<file path="config.mk">
export PLATFORM = sky130hd
export DESIGN_NAME = register_file_sb
export DESIGN_NICKNAME = d
export VERILOG_FILES = /design/src/rtl/regfile_pkg.sv /design/src/rtl/register_file_sb_popcount.sv /design/src/rtl/register_file_sb.sv
export SDC_FILE = /design/constraint.sdc
export NUM_CORES = 2
export LEC_CHECK = 0
export CORE_MARGIN = 4
export CORE_UTILIZATION = 45
export DETAILED_ROUTE_END_ITERATION = 10
export GPL_ROUTABILITY_DRIVEN = 0
export PLACE_DENSITY = 0.62
export SLEW_MARGIN = 20
export SYNTH_ARGS = -nofsm -noshare
export SYNTH_HDL_FRONTEND = slang
export SYNTH_SLANG_ARGS = --single-unit
</file>
<file path="constraint.sdc">
create_clock -name clk -period 80.1 [get_ports clk]
set_input_delay 16.02 -clock clk [delete_from_list [all_inputs] [get_ports clk]]
set_output_delay 16.02 -clock clk [all_outputs]
set_load 0.02 [all_outputs]
</file>
<file path="src/rtl/regfile_pkg.sv">
`default_nettype none
// ============================================================================
// Module : regfile_pkg
// Brief  : Shared constants for the scoreboarded register file.
//          DEF_DATA_WIDTH - default register / data-port width
//          DEF_NUM_REGS   - default architectural register count
//          ZERO_REG       - index of the hardwired-zero register (x0)
// Rev    : 1.0  initial release
// ============================================================================
package regfile_pkg;

  localparam int DEF_DATA_WIDTH = 32;
  localparam int DEF_NUM_REGS   = 32;
  localparam int ZERO_REG       = 0;

endpackage : regfile_pkg
`default_nettype wire

</file>
<file path="src/rtl/register_file_sb_popcount.sv">
`default_nettype none
// ============================================================================
// Module : popcount
// Brief  : Combinational population count built as a balanced adder tree.
//          The vector is split in halves recursively; every level works at
//          the full output width so no intermediate truncation can occur.
// Ports  : bits_i  [WIDTH-1:0]  input vector
//          count_o [CNT_W-1:0]  number of set bits in bits_i
// Rev    : 1.0  initial release
// ============================================================================
module popcount #(
  parameter int WIDTH = 8,
  parameter int CNT_W = $clog2(WIDTH + 1)
) (
  input  logic [WIDTH-1:0] bits_i,
  output logic [CNT_W-1:0] count_o
);

  if (WIDTH == 1) begin : g_leaf
    assign count_o = CNT_W'(bits_i);
  end else begin : g_node
    localparam int LO_W = WIDTH / 2;
    localparam int HI_W = WIDTH - LO_W;

    logic [CNT_W-1:0] lo_cnt;
    logic [CNT_W-1:0] hi_cnt;

    popcount #(
      .WIDTH (LO_W),
      .CNT_W (CNT_W)
    ) u_lo (
      .bits_i  (bits_i[LO_W-1:0]),
      .count_o (lo_cnt)
    );

    popcount #(
      .WIDTH (HI_W),
      .CNT_W (CNT_W)
    ) u_hi (
      .bits_i  (bits_i[WIDTH-1:LO_W]),
      .count_o (hi_cnt)
    );

    assign count_o = lo_cnt + hi_cnt;
  end

endmodule : popcount
`default_nettype wire

</file>
<file path="src/rtl/register_file_sb.sv">
`default_nettype none
// ============================================================================
// Module : register_file_sb
// Brief  : 2-read / 2-write register file with write-to-read bypass and a
//          per-register busy scoreboard for RAW hazard detection. x0 is
//          hardwired to zero and can never be marked busy.
// Ports  : clk, rst                 clock, async active-high reset
//          rs1_addr/rs2_addr        read addresses
//          rs1_data/rs2_data        combinational read data
//          rs1_busy/rs2_busy        pending-write flags for the read regs
//          iss_en/iss_rd            issue strobe, marks iss_rd busy
//          wb0_en/addr/data         writeback port 0 (ALU path)
//          wb1_en/addr/data         writeback port 1 (load path, wins ties)
//          busy_count               registered number of busy registers
// Rev    : 1.0  initial release
// ============================================================================
module register_file_sb
  import regfile_pkg::*;
#(
  parameter int DATA_WIDTH = DEF_DATA_WIDTH,
  parameter int NUM_REGS   = DEF_NUM_REGS,
  parameter int ADDR_W     = $clog2(NUM_REGS),
  parameter bit BYPASS_EN  = 1'b1
) (
  input  logic                  clk,
  input  logic                  rst,
  input  logic [ADDR_W-1:0]     rs1_addr,
  input  logic [ADDR_W-1:0]     rs2_addr,
  output logic [DATA_WIDTH-1:0] rs1_data,
  output logic [DATA_WIDTH-1:0] rs2_data,
  output logic                  rs1_busy,
  output logic                  rs2_busy,
  input  logic                  iss_en,
  input  logic [ADDR_W-1:0]     iss_rd,
  input  logic                  wb0_en,
  input  logic [ADDR_W-1:0]     wb0_addr,
  input  logic [DATA_WIDTH-1:0] wb0_data,
  input  logic                  wb1_en,
  input  logic [ADDR_W-1:0]     wb1_addr,
  input  logic [DATA_WIDTH-1:0] wb1_data,
  output logic [ADDR_W:0]       busy_count
);

  localparam logic [ADDR_W-1:0] C_ZERO_ADDR = ADDR_W'(ZERO_REG);

  logic [DATA_WIDTH-1:0] regs_q [NUM_REGS];
  logic [NUM_REGS-1:0]   busy_q;
  logic [NUM_REGS-1:0]   busy_d;
  logic [ADDR_W:0]       busy_count_q;
  logic [ADDR_W:0]       busy_count_d;

  // Per-register decode of the two writeback ports and the issue port.
  // Index 0 is never decoded, which keeps x0 unwritable and never busy.
  logic [NUM_REGS-1:0] wr0_hit;
  logic [NUM_REGS-1:0] wr1_hit;
  logic [NUM_REGS-1:0] clr;
  logic [NUM_REGS-1:0] set;

  always_comb begin
    wr0_hit = '0;
    wr1_hit = '0;
    set     = '0;
    for (int r = 1; r < NUM_REGS; r++) begin
      wr0_hit[r] = wb0_en && (wb0_addr == ADDR_W'(r));
      wr1_hit[r] = wb1_en && (wb1_addr == ADDR_W'(r));
      set[r]     = iss_en && (iss_rd == ADDR_W'(r));
    end
  end

  assign clr = wr0_hit | wr1_hit;

  // A new producer issued in the same cycle as the old one retires keeps
  // the register busy: set dominates clear.
  always_comb begin
    busy_d    = (busy_q & ~clr) | set;
    busy_d[0] = 1'b0;
  end

  // --------------------------------------------------------------------------
  // Storage array. Entry 0 is only ever reset, so it stays zero.
  // --------------------------------------------------------------------------
  always_ff @(posedge clk or posedge rst) begin
    if (rst) begin
      for (int r = 0; r < NUM_REGS; r++) begin
        regs_q[r] <= '0;
      end
    end else begin
      for (int r = 1; r < NUM_REGS; r++) begin
        if (wr1_hit[r]) begin
          regs_q[r] <= wb1_data;
        end else if (wr0_hit[r]) begin
          regs_q[r] <= wb0_data;
        end
      end
    end
  end

  // --------------------------------------------------------------------------
  // Scoreboard and outstanding-destination counter
  // --------------------------------------------------------------------------
  popcount #(
    .WIDTH (NUM_REGS),
    .CNT_W (ADDR_W + 1)
  ) u_popcount (
    .bits_i  (busy_d),
    .count_o (busy_count_d)
  );

  always_ff @(posedge clk or posedge rst) begin
    if (rst) begin
      busy_q       <= '0;
      busy_count_q <= '0;
    end else begin
      busy_q       <= busy_d;
      busy_count_q <= busy_count_d;
    end
  end

  assign busy_count = busy_count_q;

  // --------------------------------------------------------------------------
  // Read ports (combinational)
  // --------------------------------------------------------------------------
  logic [1:0][ADDR_W-1:0]     rd_addr;
  logic [1:0][DATA_WIDTH-1:0] rd_data;
  logic [1:0]                 rd_busy;

  assign rd_addr = {rs2_addr, rs1_addr};

  always_comb begin
    rd_data = '0;
    rd_busy = '0;
    for (int p = 0; p < 2; p++) begin
      if (rd_addr[p] != C_ZERO_ADDR) begin
        rd_data[p] = regs_q[rd_addr[p]];
        rd_busy[p] = busy_q[rd_addr[p]];
        if (BYPASS_EN) begin
          // Forwarded data resolves the hazard this cycle, so the busy flag
          // is masked by the matching writeback.
          if (wr1_hit[rd_addr[p]]) begin
            rd_data[p] = wb1_data;
          end else if (wr0_hit[rd_addr[p]]) begin
            rd_data[p] = wb0_data;
          end
          rd_busy[p] = busy_q[rd_addr[p]] & ~clr[rd_addr[p]];
        end
      end
    end
  end

  assign rs1_data = rd_data[0];
  assign rs2_data = rd_data[1];
  assign rs1_busy = rd_busy[0];
  assign rs2_busy = rd_busy[1];

endmodule : register_file_sb
`default_nettype wire

</file>
==> metrics <==
largest area contributor in the netlist dfrtp_1; crit path max-delay cell type clkdlybuf4s50_1; CTS resizes 0; switching power approximately 640 uW; post-synthesis sequential area ratio 0.383; clock transition at the registers of the reported paths approximately 0.06 ns; die height about 390 um; Post-Synth XOR/XNOR Area 0.00233; #FFs+latches synth a little over 1,000; initial drt markers between 9,000 and 10,000; Period minus WS final approximately 37 ns; crit share post-route 0.458; Mapped Nets between 6,000 and 7,000; global-route wire length before repair 386 mm; Power Total a little under 2000 uW; pin count of the biggest net entering global routing 183; mux share of post-synthesis cell area 0.325; post-layout util 0.498; Final Slew Violations 0; Yosys cell types between 80 and 90; Setup Buffers After CTS 0; clk_lat worst skew ~0.76 ns; Cell Rows between 100 and 150; CTS Root Buffer Type clkbuf_16; R2R cell count 17; Compound-Gate Fraction of Synth Area 0.131; Internal approximately 1300 uW; post-route ant nets 0; PortBufs 165; leakage roughly 0.032 uW; WL per Instance 32.8 um; Vias 55,600; Slew headroom 0.167; Via-to-Cell Ratio a little under 7; CP cell instances clkdlybuf4s50_1 > nand4bb_1 > nor4_1 > o311ai_1 > o41a_2 > buf_4 > buf_4 > nor3b_1 > o31ai_2 > clkdlybuf4s50_1; initial antenna violation count 10; adder-cell share of the synthesized area 0.00983; Num CTS Buffers around 120; Synth warnings 32; Layout Nets 6,300; core footprint ~0.15 mm^2; RSZ-0062 raised after global routing no; GRT overflow 0; Power Dens Cells roughly 26 mW/mm^2; layout overhead on the synthesized area 9.63%; Max stage delay on crit path 0.87 ns; crit path DAT between 20 and 25 ns; vias in the first global route 53,600; DP Area a little under 0.07 mm^2; total die area ~0.16 mm^2; Top Ports around 170; Clock Tree Buf Depth 3; clk_skew about 0.0074 ns; Total Routing Usage GR 0.336; H-tree depth 3; Starting Density 0.454; TritonCTS clock tree yes; Hold Path Class flip-flop to flip-flop; worst vdd ir roughly 0.039 mV; critical path class input port to output pin; CP startpoint kind input port; Post-Syn Instances ~6,500; Place WS 43.45 ns; setup slack after layout approximately 43 ns; Max Freq between 20 and 30 MHz; Max-cap violations 0; clk sinks about 1,000; asr flop ratio synth 1.00; status completed; switching share of power 0.328; final setup fails 0; routed wire length 269 mm; sequential share of power 0.398; combinational share of power 0.311; simple-gate share of the synthesized area 0.0927; number of synthesized flops with an enable pin 0; chip width roughly 390 um; DRT Pass-1 Iters 7; most common flop cell mapped by yosys dfrtp_1; hold path depth 1; dpl hpwl 144 mm; Synth area leaders dfrtp_1, mux2i_1, mux4_2; largest family of logic cells by synthesized area multiplexers; Worst Setup End Kind output pin; Avg Cell Area, Syn about 10 um^2; clock share of power 0.292; mapped cell area 0.0672 mm^2; hold_buf cts 0; Final Hold Fails 0; crit-path max FO 36; CP required roughly 64 ns; area share of the largest cell type after synthesis 0.383; share of cells above drive strength 1 0.173; Final Cell Area 0.0737 mm^2; drt drc 0; Slew @ Worst Pin approximately 1.3 ns; Setup TNS Final 0 ns
-- final cells by class --
cell class / count / area (um^2)
multi-input cells: 4628 / 38200
clock buffers: 161 / 3340
fillers: 13100 / 74300
clock inverters: 53 / 619
well taps: 1930 / 2410
flip-flops and latches: 1029 / 25700
repair buffers: 354 / 3180
inverters: 39 / 159
diodes: 3 / 7.51
-- cell families after synthesis --
group | after synthesis
AO/OA/AOI/OAI | 1465
XOR/XNOR | 17
adder cells (fa/ha/maj) | 39
buffers and inverters | 869
flip-flops | 1029
multiplexers | 1624
AND/OR/NAND/NOR | 1483
-- cells in the mapped netlist, drive strengths merged, types with 5 or more instances --
| cell | number |
|---|---|
| a221oi | 71 |
| or3 | 32 |
| nand4 | 41 |
| xnor2 | 10 |
| dfrtp | 1029 |
| mux4 | 432 |
| and3 | 7 |
| and2 | 8 |
| a21oi | 529 |
| inv | 37 |
| nand2 | 622 |
| o31ai | 33 |
| clkbuf | 563 |
| a22oi | 130 |
| nor2b | 10 |
| and4b | 6 |
| xor2 | 7 |
| nor3b | 30 |
| nor2 | 647 |
| fa | 23 |
| buf | 267 |
| nand3 | 15 |
| o22ai | 36 |
| a2111oi | 30 |
| o2bb2ai | 32 |
| a22o | 11 |
| mux2 | 127 |
| nand2b | 11 |
| mux2i | 1065 |
| o221ai | 5 |
| or2 | 6 |
| a31oi | 39 |
| a32o | 17 |
| nor4 | 6 |
| ha | 16 |
| o21ai | 486 |
| nor3 | 19 |
-- per-stage QoR --
step | std cells | hold slack, ns
after floorplan | 6526 | 0.500
after global placement | 7976 | 0.525
after detailed placement | 7977 | 0.537
after CTS | 8191 | 0.554
after global routing | 8195 | 0.578
final | 8197 | 0.558
-- power by group through the flow --
stage               combinational (uW)  clock (uW)  sequential (uW)
floorplan                          465           0              742
global placement                   583           0              764
detailed placement                 600           0              773
CTS                                601         569              765
global route                       667         591              786
finish                             603         566              772
-- cell usage in the layout, fill, tap and decap left out, types with 41 or more instances in the layout --
master	netlist	layout
a21oi_1	529	529
a221oi_1	71	71
a22oi_1	130	130
buf_4	34	181
clkbuf_16	0	117
clkdlybuf4s50_1	0	155
dfrtp_1	1029	1029
mux2_2	127	127
mux2i_1	1065	1065
mux4_2	432	432
nand2_1	622	588
nand4_1	41	41
nor2_1	647	626
o21ai_0	485	485
-- final timing paths --
check	startpoint	end	slack [ns]
worst max-delay path	wb0_addr[3]	rs2_data[8]	43.40
worst min-delay path	busy_q[31]$_DFF_PP0_	busy_q[31]$_DFF_PP0_	0.56
worst max register to register	busy_q[20]$_DFF_PP0_	busy_count[4]$_DFF_PP0_	74.74
worst min register to register	busy_q[31]$_DFF_PP0_	busy_q[31]$_DFF_PP0_	0.56
max in group asynchronous	rst	regs_q[119]$_DFFE_PP0P_	60.97
min in group asynchronous	rst	regs_q[549]$_DFFE_PP0P_	15.90
-- sequential cells by signal (all words and copies together) (netlist names) --
signal	flops
regs_q	992
busy_q	31
busy_count	6
-- layer usage --
| metal | up-vias | track usage | part of all wire |
|---|---|---|---|
| met2 | 4003 | 0.499 | 0.43 |
| met4 | 6 | 0.173 | 0.060 |
| met5 | - | 0 | 0.00014 |
| met1 | 27600 | 0.446 | 0.38 |
| met3 | 913 | 0.102 | 0.13 |
| li1 | 23100 | - | - |
-- worst max-delay path, delay by kind of cell --
| kind | cells | cell delay, ns |
|---|---|---|
| compound gates | 3 | 0.65 |
| buf+inv | 4 | 2.65 |
| simple gates | 3 | 1.30 |
(Power assumes the default switching activity.)
